**src/rtl/obi_lsu_pkg.sv**
```systemverilog
// Shared types and helpers for the OBI load/store manager.
// Provides access-size and FSM encodings, byte-enable constants and the alignment check.
package obi_lsu_pkg;

  typedef enum logic [1:0] {
    BYTE    = 2'b00,
    HALF    = 2'b01,
    WORD    = 2'b10,
    ILLEGAL = 2'b11
  } lsu_size_e;

  typedef enum logic [1:0] {
    IDLE = 2'b00,
    REQ  = 2'b01,
    RESP = 2'b10,
    DONE = 2'b11
  } lsu_state_e;

  localparam logic [3:0] BE_BYTE0   = 4'b0001;
  localparam logic [3:0] BE_HALF_LO = 4'b0011;
  localparam logic [3:0] BE_HALF_HI = 4'b1100;
  localparam logic [3:0] BE_WORD    = 4'b1111;
  localparam logic [3:0] BE_NONE    = 4'b0000;

  // Illegal size is folded in so a single test rejects every access that must not reach the bus.
  function automatic logic misaligned(input lsu_size_e size, input logic [1:0] off);
    logic bad;
    case (size)
      BYTE:    bad = 1'b0;
      HALF:    bad = off[0];
      WORD:    bad = (off != 2'b00);
      default: bad = 1'b1;
    endcase
    return bad;
  endfunction

endpackage

```
**src/rtl/obi_lsu_align.sv**
```systemverilog
// Combinational lane steering: byte enables and replicated store data for the bus,
// lane extraction and sign/zero extension for returned load data.
module obi_lsu_align
  import obi_lsu_pkg::*;
(
  input  logic [1:0]  size_i,
  input  logic [1:0]  off_i,
  input  logic        unsigned_i,
  input  logic [31:0] wdata_i,
  input  logic [31:0] rdata_i,
  output logic [3:0]  be_o,
  output logic [31:0] wdata_o,
  output logic [31:0] rdata_o
);

  logic [31:0] shifted_s;
  lsu_size_e   size_s;

  assign size_s = lsu_size_e'(size_i);

  // Store side: byte enables and store data replicated across all lanes.
  always_comb begin
    be_o    = BE_NONE;
    wdata_o = 32'h0000_0000;
    case (size_s)
      BYTE: begin
        be_o    = BE_BYTE0 << off_i;
        wdata_o = {4{wdata_i[7:0]}};
      end
      HALF: begin
        if (off_i[1]) begin
          be_o = BE_HALF_HI;
        end else begin
          be_o = BE_HALF_LO;
        end
        wdata_o = {2{wdata_i[15:0]}};
      end
      WORD: begin
        be_o    = BE_WORD;
        wdata_o = wdata_i;
      end
      default: begin
        be_o    = BE_NONE;
        wdata_o = 32'h0000_0000;
      end
    endcase
  end

  // Load side: bring the addressed lane down to bit 0, then extend.
  always_comb begin
    shifted_s = rdata_i >> {off_i, 3'b000};
    rdata_o   = 32'h0000_0000;
    case (size_s)
      BYTE:    rdata_o = {{24{~unsigned_i & shifted_s[7]}}, shifted_s[7:0]};
      HALF:    rdata_o = {{16{~unsigned_i & shifted_s[15]}}, shifted_s[15:0]};
      WORD:    rdata_o = rdata_i;
      default: rdata_o = 32'h0000_0000;
    endcase
  end

endmodule

```
**src/rtl/obi_lsu_mgr.sv**
```systemverilog
// OBI manager for a core LSU data port: one outstanding access, IDLE -> REQ -> RESP -> DONE.
// Rejected accesses (misaligned or illegal size) skip the bus and complete with an error.
module obi_lsu_mgr
  import obi_lsu_pkg::*;
#(
  parameter int ADDR_W = 32
) (
  input  logic              clk,
  input  logic              reset,
  input  logic              lsu_req_i,
  input  logic              lsu_we_i,
  input  logic [1:0]        lsu_size_i,
  input  logic              lsu_unsigned_i,
  input  logic [ADDR_W-1:0] lsu_addr_i,
  input  logic [31:0]       lsu_wdata_i,
  output logic              lsu_busy_o,
  output logic              lsu_valid_o,
  output logic [31:0]       lsu_rdata_o,
  output logic              lsu_err_o,
  output logic              obi_req_o,
  input  logic              obi_gnt_i,
  output logic [ADDR_W-1:0] obi_addr_o,
  output logic              obi_we_o,
  output logic [3:0]        obi_be_o,
  output logic [31:0]       obi_wdata_o,
  input  logic              obi_rvalid_i,
  input  logic [31:0]       obi_rdata_i,
  input  logic              obi_err_i
);

  lsu_state_e        state_q, state_d;
  logic              we_q, uns_q;
  logic [1:0]        size_q;
  logic [ADDR_W-1:0] addr_q;
  logic [31:0]       wdata_q;
  logic              valid_q, err_q;
  logic [31:0]       rdata_q;

  logic              accept_s, finish_s, done_err_s;
  logic [31:0]       done_rdata_s;
  logic [3:0]        be_s;
  logic [31:0]       bus_wdata_s, ext_rdata_s;

  obi_lsu_align u_align (
    .size_i     (size_q),
    .off_i      (addr_q[1:0]),
    .unsigned_i (uns_q),
    .wdata_i    (wdata_q),
    .rdata_i    (obi_rdata_i),
    .be_o       (be_s),
    .wdata_o    (bus_wdata_s),
    .rdata_o    (ext_rdata_s)
  );

  // FSM state register.
  always_ff @(posedge clk or negedge reset) begin
    if (!reset) begin
      state_q <= IDLE;
    end else begin
      state_q <= state_d;
    end
  end

  // Next-state logic plus the completion result captured on entry to DONE.
  always_comb begin
    state_d      = state_q;
    accept_s     = 1'b0;
    finish_s     = 1'b0;
    done_err_s   = 1'b0;
    done_rdata_s = 32'h0000_0000;
    case (state_q)
      IDLE: begin
        if (lsu_req_i) begin
          accept_s = 1'b1;
          if (misaligned(lsu_size_e'(lsu_size_i), lsu_addr_i[1:0])) begin
            state_d    = DONE;
            finish_s   = 1'b1;
            done_err_s = 1'b1;
          end else begin
            state_d = REQ;
          end
        end else begin
          state_d = IDLE;
        end
      end
      REQ: begin
        if (obi_gnt_i) begin
          state_d = RESP;
        end else begin
          state_d = REQ;
        end
      end
      RESP: begin
        if (obi_rvalid_i) begin
          state_d    = DONE;
          finish_s   = 1'b1;
          done_err_s = obi_err_i;
          if (obi_err_i || we_q) begin
            done_rdata_s = 32'h0000_0000;
          end else begin
            done_rdata_s = ext_rdata_s;
          end
        end else begin
          state_d = RESP;
        end
      end
      DONE:    state_d = IDLE;
      default: state_d = IDLE;
    endcase
  end

  // Request capture and completion results; rdata/err hold until the next completion.
  always_ff @(posedge clk or negedge reset) begin
    if (!reset) begin
      we_q    <= 1'b0;
      uns_q   <= 1'b0;
      size_q  <= 2'b00;
      addr_q  <= {ADDR_W{1'b0}};
      wdata_q <= 32'h0000_0000;
      valid_q <= 1'b0;
      err_q   <= 1'b0;
      rdata_q <= 32'h0000_0000;
    end else begin
      valid_q <= finish_s;
      if (accept_s) begin
        we_q    <= lsu_we_i;
        uns_q   <= lsu_unsigned_i;
        size_q  <= lsu_size_i;
        addr_q  <= lsu_addr_i;
        wdata_q <= lsu_wdata_i;
      end
      if (finish_s) begin
        err_q   <= done_err_s;
        rdata_q <= done_rdata_s;
      end
    end
  end

  // Address-phase signals are qualified by REQ so the bus sees zeros otherwise.
  assign obi_req_o   = (state_q == REQ);
  assign obi_addr_o  = obi_req_o ? {addr_q[ADDR_W-1:2], 2'b00} : {ADDR_W{1'b0}};
  assign obi_we_o    = obi_req_o & we_q;
  assign obi_be_o    = obi_req_o ? be_s : BE_NONE;
  assign obi_wdata_o = obi_req_o ? bus_wdata_s : 32'h0000_0000;

  assign lsu_busy_o  = (state_q != IDLE);
  assign lsu_valid_o = valid_q;
  assign lsu_rdata_o = rdata_q;
  assign lsu_err_o   = err_q;

endmodule

```
**config.mk**
```make
export PLATFORM = sky130hd
export DESIGN_NAME = obi_lsu_mgr
export DESIGN_NICKNAME = d
export VERILOG_FILES = /design/src/rtl/obi_lsu_pkg.sv /design/src/rtl/obi_lsu_align.sv /design/src/rtl/obi_lsu_mgr.sv
export SDC_FILE = /design/constraint.sdc
export NUM_CORES = 1
export LEC_CHECK = 0
export CORE_MARGIN = 8
export CORE_UTILIZATION = 50
export DETAILED_ROUTE_END_ITERATION = 12
export DONT_BUFFER_PORTS = 1
export PLACE_DENSITY = 0.66
export SLEW_MARGIN = 20
export SYNTH_ARGS = -nofsm -noshare
export SYNTH_HDL_FRONTEND = slang
export SYNTH_SLANG_ARGS = --single-unit
```
**constraint.sdc**
```tcl
create_clock -name clk -period 4.4 [get_ports clk]
set_input_delay 0.88 -clock clk [delete_from_list [all_inputs] [get_ports clk]]
set_output_delay 0.88 -clock clk [all_outputs]
set_load 0.03 [all_outputs]
```
==> impl_metrics.csv <==
group,metric,value,unit
status,status,"completed",
clock_tree,worstSkewPairLatency,370,ps
sta,slew_viol_final,0,
cells_and_area,fin_nets,709,
logic_synthesis,yosysTopAreaCell,"dfrtp_1",
logic_synthesis,synth.ff_latch_count,104,
critical_path,startpoint_type,"flop",
sta,min_period,3278,ps
cells_and_area,syn_to_final_growth,5.588,%
cells_and_area,final_cell_mix,"nand2_1 (215), dfrtp_1 (104), nor2_1 (46), a21oi_1 (35), and2_1 (31)",
critical_path,crit_required,3520,ps
sta,finalSetupTns,0,ps
clock_tree,root_buffer,"clkbuf_8",
logic_synthesis,postSynthCellCount,618,
logic_synthesis,yosys_warnings,0,
logic_synthesis,syn_area,5351,µm²
power_and_ir_drop,leakage,2.789,nW
cells_and_area,multi_input_area,2505,µm²
floorplanning,boundaryPins,211,
routing,drtIter0Drc,330,
power_and_ir_drop,peakVddDrop,0.4027,mV
global_routing,antenna_found_initial,0,
placed_design,routabilityCongestion,0.8998,
sta,rsz0062_at_grt,"false",
critical_path,critPathCaptureType,"primary output",
routing,wl_per_cell,20.61,µm
logic_synthesis,synth_top_area_frac,0.4863,
critical_path,worstSetupPathType,"reg2out",
sta,slew_headroom,0.3564,
clock_tree,clock-sinks,104,
floorplanning,die_w,119.5,µm
placed_design,place_inst,728,
job,cap_viol_max_count,0,
global_routing,grt_usage,0.2116,
clock_tree,cts_max_level,3,
floorplanning,num_rows,37,
floorplanning,initial_core_util,0.5160,
logic_synthesis,syn_area_per_cell,8.659,µm²
sta,fmax,0.3051,GHz
logic_synthesis,synth_cell_types,42,
critical_path,crit_fanout,16,
clock_tree,cts_made_buffers,9,
routing,viasPerCell,5.923,
critical_path,reg2reg_from,"addr_q[1]",
logic_synthesis,synthArstFlopShare,1.000,
sta,period_share,0.7450,
sta,hold_viol,0,
sta,worst_pin_slew,965.3,ps
global_routing,grt_max_degree,105,
clock_tree,clkTransAtPathRegs,90,ps
clock_tree,clock_path_buffers,2,
clock_tree,hold_buffers,0,
floorplanning,die-area,14270,µm²
global_routing,overflow,0,
global_routing,grt_pass1_wl,24210,µm
cells_and_area,final_cells,742,
placed_design,io_buffers,0,
clock_tree,cts_setup_buffers,0,
floorplanning,die_h,119.5,µm
sta,final-setup-viol-count,0,
clock_tree,cts_tree,"done",
routing,drc_errors,0,
hold_path,hold_class,"in2async",
global_routing,grt_pass1_vias,4480,
logic_synthesis,synth-edff-count,0,
clock_tree,cts_resized,0,
sta,worst_clock_skew,7.504,ps
placed_design,hpwl,11100,µm
critical_path,startpoint,"size_q[1]",
floorplanning,core_area,10370,µm²
cells_and_area,ff_latch_area,2603,µm²
logic_synthesis,synth-main-ff-cell,"dfrtp_1",
power_and_ir_drop,p_per_area,830.6,nW/µm²
cells_and_area,fillers,986,
routing,firstDrtPassIters,4,
routing,wl,15290,µm
critical_path,worstPathArrival,2400,ps
cells_and_area,layout_commonest_cell,"nand2_1",
cells_and_area,n_antenna_cell,0,
logic_synthesis,synthTopCellsByArea,"dfrtp_1 (49%), nand2_1 (15%), a221o_1 (5.6%), and2_1 (3.6%), nor2_1 (3.3%)",
routing,vias,4395,
cells_and_area,drive_gt1_frac,0.08911,
logic_synthesis,yosysSeqAreaShare,0.4863,
routing,drtAntennaViolNets,0,
-- registers in the layout, indices dropped and copies added (netlist names), 2 cells and up --
signal       count
addr_q          32
state_q          2
wdata_q         32
lsu_rdata_o     32
size_q           2
-- where the power goes --
| group | internal (mW) | leakage (nW) | switching (mW) |
|---|---|---|---|
| combinational | 0.737 | 1.36 | 1.32 |
| clock | 0.273 | 0.0952 | 0.315 |
| sequential | 1.38 | 1.33 | 0.661 |
| total | 2.39 | 2.79 | 2.30 |
-- stage by stage --
stage               utilization  setup WS [ps]  area (µm²)  power (mW)  hold slack, ps
floorplan                     -           1751        5355       3.680           437.4
global placement         0.5270           1598        5465       4.051           450.4
detailed placement       0.5270           1522        5465       4.122           453.6
CTS                      0.5449           1095        5650       4.724           165.8
global route             0.5449          934.9        5650       5.033           166.6
finish                   0.5449           1122        5650       4.693           188.9
-- final timing paths --
kind	end	slack, ps	cells after the start
setup / recovery	obi_wdata_o[16]	1120	3
hold / removal	lsu_rdata_o[18]	190	0
setup reg to reg	lsu_rdata_o[31]	1550	4
hold reg to reg	addr_q[23]	470	2
max in group asynchronous	wdata_q[10]	4010	0
min in group clk	addr_q[23]	470	2
-- worst max-delay path: stages, from the launching register on --
cell	delay, ps
dfrtp_1	620
nor2b_1	760
a21oi_1	160
nor2_1	480
-- synthesized netlist by cell type (2+ instances only) --
master / count
buf_6: 3
dfrtp_1: 104
a21oi_1: 35
mux2i_1: 9
o211ai_1: 7
buf_2: 8
clkbuf_1: 30
o21a_1: 3
nand3_1: 3
nor2b_1: 13
buf_4: 5
nand2_1: 215
nor3_1: 3
a2bb2oi_1: 18
nor2_1: 47
o21ai_0: 2
mux2_2: 9
nand3b_1: 2
and2_1: 31
a22oi_1: 7
inv_1: 4
buf_1: 3
and3_1: 9
a221o_1: 30
-- routing by layer --
layer,up-vias,global-route usage,routed length (µm)
li1,2037,-,-
met1,2126,0.2607,6384
met2,207,0.3210,6895
met3,25,0.08692,1660
met4,0,0.09055,353
met5,-,0,0
-- layout make-up --
type / instances / share of cell area
Clock buffer: 11 / 0.02502
Clock inverter: 3 / 0.007750
Inverter: 4 / 0.002657
Multi-Input combinational cell: 461 / 0.4433
Sequential cell: 104 / 0.4606
Tap cell: 136 / 0.03012
Timing Repair Buffer: 23 / 0.03056
-- kinds of logic after synthesis --
group                  Yosys count  share of synthesized area
buffers and inverters           54                    0.04770
flip-flops                     104                     0.4863
AND/OR/NAND/NOR                332                     0.2693
AO/OA/AOI/OAI                  109                     0.1602
multiplexers                    18                    0.03577
other                            1                  0.0007008
No activity file was read; power rests on OpenSTA's default activity.
==> RTL edit 1, RTL diff (same flow settings) <==
Change the parameter `ADDR_W` from 32 to 16.
--- a/src/rtl/obi_lsu_mgr.sv
+++ b/src/rtl/obi_lsu_mgr.sv
@@ -3,7 +3,7 @@
 module obi_lsu_mgr
   import obi_lsu_pkg::*;
 #(
-  parameter int ADDR_W = 32
+  parameter int ADDR_W = 16
 ) (
   input  logic              clk,
   input  logic              reset,
Ports: changed (resized lsu_addr_i and obi_addr_o); port bits go from 211 to 179. No check against the original RTL was run, so the function may have changed too.
==> RTL edit 1 against the original RTL <==
Synthesized cell count decreased by 14%; cell area is 14% lower; sequential cell count down 16; die area down 11%; clock power increased by 9.0%; power down 11%; synthesized area down 13%; worst setup slack worse by 0.25 ns; via count fell by 13%; wire length fell by 12%; critical path type unchanged.
==> RTL edit 1: results (changes against the original RTL) <==
metric,value,unit,change
r2r_start,addr_q[1],,
cts_max_path_buffers,2,,unchanged
leakage,2.332,nW,-16%
status,finished clean,,
cts.clk_slew.worst_paths,0.09,ns,about the same
wl_met3,1529,um,-7.9%
avgRoutedWirePerCell,21.68,um,+5.2%
nets,594,,-16%
synth-xor-area-share,0,,unchanged
clock_latency,0.35,ns,-0.02 ns
first_pass_iters,5,,+1
relSlewSlack,0.3303,,-0.02614
dp_hpwl,9710,um,-13%
worst_ep_arrival_time,2.65,ns,+0.25 ns
synth_top_family_by_area,simple AND/OR/NAND/NOR gates,,
synthArstFlopShare,1.000,,unchanged
synth_fa_ha_area_frac,0,,unchanged
place_ws,1.243,ns,-0.2788 ns
use_met2,0.3167,,-0.004252
synthCells,532,,-14%
finClkSkew,0.01467,ns,+0.007167 ns
io_buffers,0,,unchanged
gp_congestion,0.9297,,+3.3%
grtUsageMet1,0.2679,,+0.007221
post_dp_cell_area,4602,um2,-16%
reg2reg_depth,4,,unchanged
synthTopCellsByCount,"167 x nand2_1, 88 x dfrtp_1, 47 x nor2_1, 35 x a21oi_1, 30 x a221o_1",,
wl_met2,6053,um,-12%
final_layout_size_suffix_gt1_frac,0.06509,,-0.02402
cp_max_fo,39,,+23
ys_seq_area_frac,0.4731,,-0.01320
via_per_inst,6.175,,+4.2%
postCtsSetupRepairBufs,0,,unchanged
placed_cells,603,,-17%
grt_use_total,0.2091,,-0.002451
cts-root-buf,clkbuf_8,,
m1WireLength,5576,um,-13%
synth_area_leaders,"dfrtp_1 47%, nand2_1 13%, a221o_1 6.5%",,
num_antenna_cells,0,,unchanged
first_iter_violations,271,,-18%
cts_buffers,9,,unchanged
yosysWarnings,0,,unchanged
grt_start_max_net_pins,89,,-15%
highest_layer,met4,,
synth_compound_area_frac,0.1841,,+0.02398
vias,3816,,-13%
startpoint,size_q[0],,
post_cts_resized,0,,unchanged
vdd_ir_drop_max,0.4238,mV,+5.2%
grt_pass1_wl,21070,um,-13%
synth.distinct_cells,42,,unchanged
met3_usage,0.08213,,-0.004790
synth.area.mux_share,0.04194,,+0.006163
hold_path.class,in2async,,
## RTL edit 1: critical path, cell delays in order, from the launching register on
cell and delay, ns:
dfrtp_1 0.32, buf_4 0.36, inv_1 0.19, nor2_1 0.77, a2bb2oi_1 0.18, nor2_1 0.48
## RTL edit 1: power breakdown
group / total, mW / switching, mW / leakage (nW) / internal (mW)
logic: 1.75 / 1.12 / 1.09 / 0.628
clock network: 0.641 / 0.270 / 0.112 / 0.371
registers: 1.80 / 0.631 / 1.13 / 1.17
## RTL edit 1: final timing paths
kind	endpoint	slack (ns)
max	obi_wdata_o[25]	0.87
max in group asynchronous	addr_q[5]	4.05
min reg2reg	addr_q[13]	0.47
max reg2reg	lsu_rdata_o[30]	1.48
min	wdata_q[20]	0.21
min in group clk	addr_q[13]	0.47
## RTL edit 1: layout make-up
cell class              count  area (um2)
well taps                 111       138.9
flip-flops and latches     88        2202
clock inverters             4       95.09
multi-input cells         397        2226
inverters                   4       15.01
clock buffers              10       127.6
repair buffers              4       42.54
fillers                   835        4305
==> RTL edit 2, RTL diff (config.mk and constraints unchanged) <==
Made on the original files. Encoding of `lsu_state_e`: now one-hot (4 bits for 4 states).
--- a/src/rtl/obi_lsu_pkg.sv
+++ b/src/rtl/obi_lsu_pkg.sv
@@ -9,11 +9,11 @@
     ILLEGAL = 2'b11
   } lsu_size_e;
 
-  typedef enum logic [1:0] {
-    IDLE = 2'b00,
-    REQ  = 2'b01,
-    RESP = 2'b10,
-    DONE = 2'b11
+  typedef enum logic [3:0] {
+    IDLE = 4'b0001,
+    REQ  = 4'b0010,
+    RESP = 4'b0100,
+    DONE = 4'b1000
   } lsu_state_e;
 
   localparam logic [3:0] BE_BYTE0   = 4'b0001;
Function: same outputs for any inputs over 10 cycles, from zero or initial values and one cycle with reset low; not proved beyond that.
==> RTL edit 2 against the original RTL <==
Clock power grew 7.3%; cell area up 1.5%; power decreased by 22%; worst setup slack worse by 0.35 ns; count of clock-buffer cells in the layout fell by 2; die area increased by 1.4%; synthesized area up 1.6%; wire length decreased by 2.4%; clock skew shrank 0.0034 ns; sequential cell count rose by 2; maximum frequency down 9.6%.
==> RTL edit 2: results (changes against the original RTL) <==
metric,value,unit,change
antenna_found_initial,1,,+1
slowest_delay,0.56,ns,-0.20 ns
synth.area.mux_share,0.1760,,+0.1402
finalCritPeriodShare,0.8245,,+0.07952
worst_ep_arrival_time,2.75,ns,+0.35 ns
synth.distinct_cells,46,,+9.5%
gp_congestion,0.8296,,-7.8%
clkbuf_count,9,,-2
ys_seq_area_frac,0.4879,,+0.001601
totalWireLength,14920,um,-2.4%
post_dp_cell_area,5527,um2,+1.1%
grt_pass1_wl,23110,um,-4.5%
met3_usage,0.1114,,+0.02451
regToRegEndpoint,lsu_rdata_o[14],,
clk_share,0.03620,,+0.003425
use_met2,0.3231,,+0.002096
via_per_inst,6.272,,+5.9%
fillCellCount,977,,-0.91%
vias,3801,,-14%
synth_area_leaders,"dfrtp_1 48%, mux2_2 14%, and2_1 4.6%",,
grtUsageMet1,0.2305,,-0.03017
grt_start_max_net_pins,107,,+1.9%
status,finished clean,,
signal_buffers,14,,-39%
synth-seq-cells,106,,+1.9%
wl_met3,1933,um,+16%
n_all_inverters,7,,+3
## RTL edit 2: changes by cell type in the layout (fill, tap and decap cells not counted), sizes merged, moves of 9 or more
cell     change
nand2      -211
mux2        +66
nor2        -17
buf          -9
o21ai       +15
and2         +9
a22o        +15
o2bb2ai     +14
and3         -9
a32oi       +15
a221o       -22
## RTL edit 2: metrics by stage
step	total power, mW	utilization
after floorplan	2.742	-
after global placement	2.967	0.5143
after detailed placement	3.031	0.5143
after CTS	3.671	0.5337
after global routing	3.896	0.5340
final	3.649	0.5340
## RTL edit 2: kinds of logic after synthesis
| logic type | count (synthesis) |
|---|---|
| and+or+nand+nor | 107 |
| muxes | 85 |
| xor gates and xnor gates | 1 |
| other | 1 |
| DFF | 106 |
| AOI/OAI and AO/OA | 128 |
| buffers and inverters | 51 |
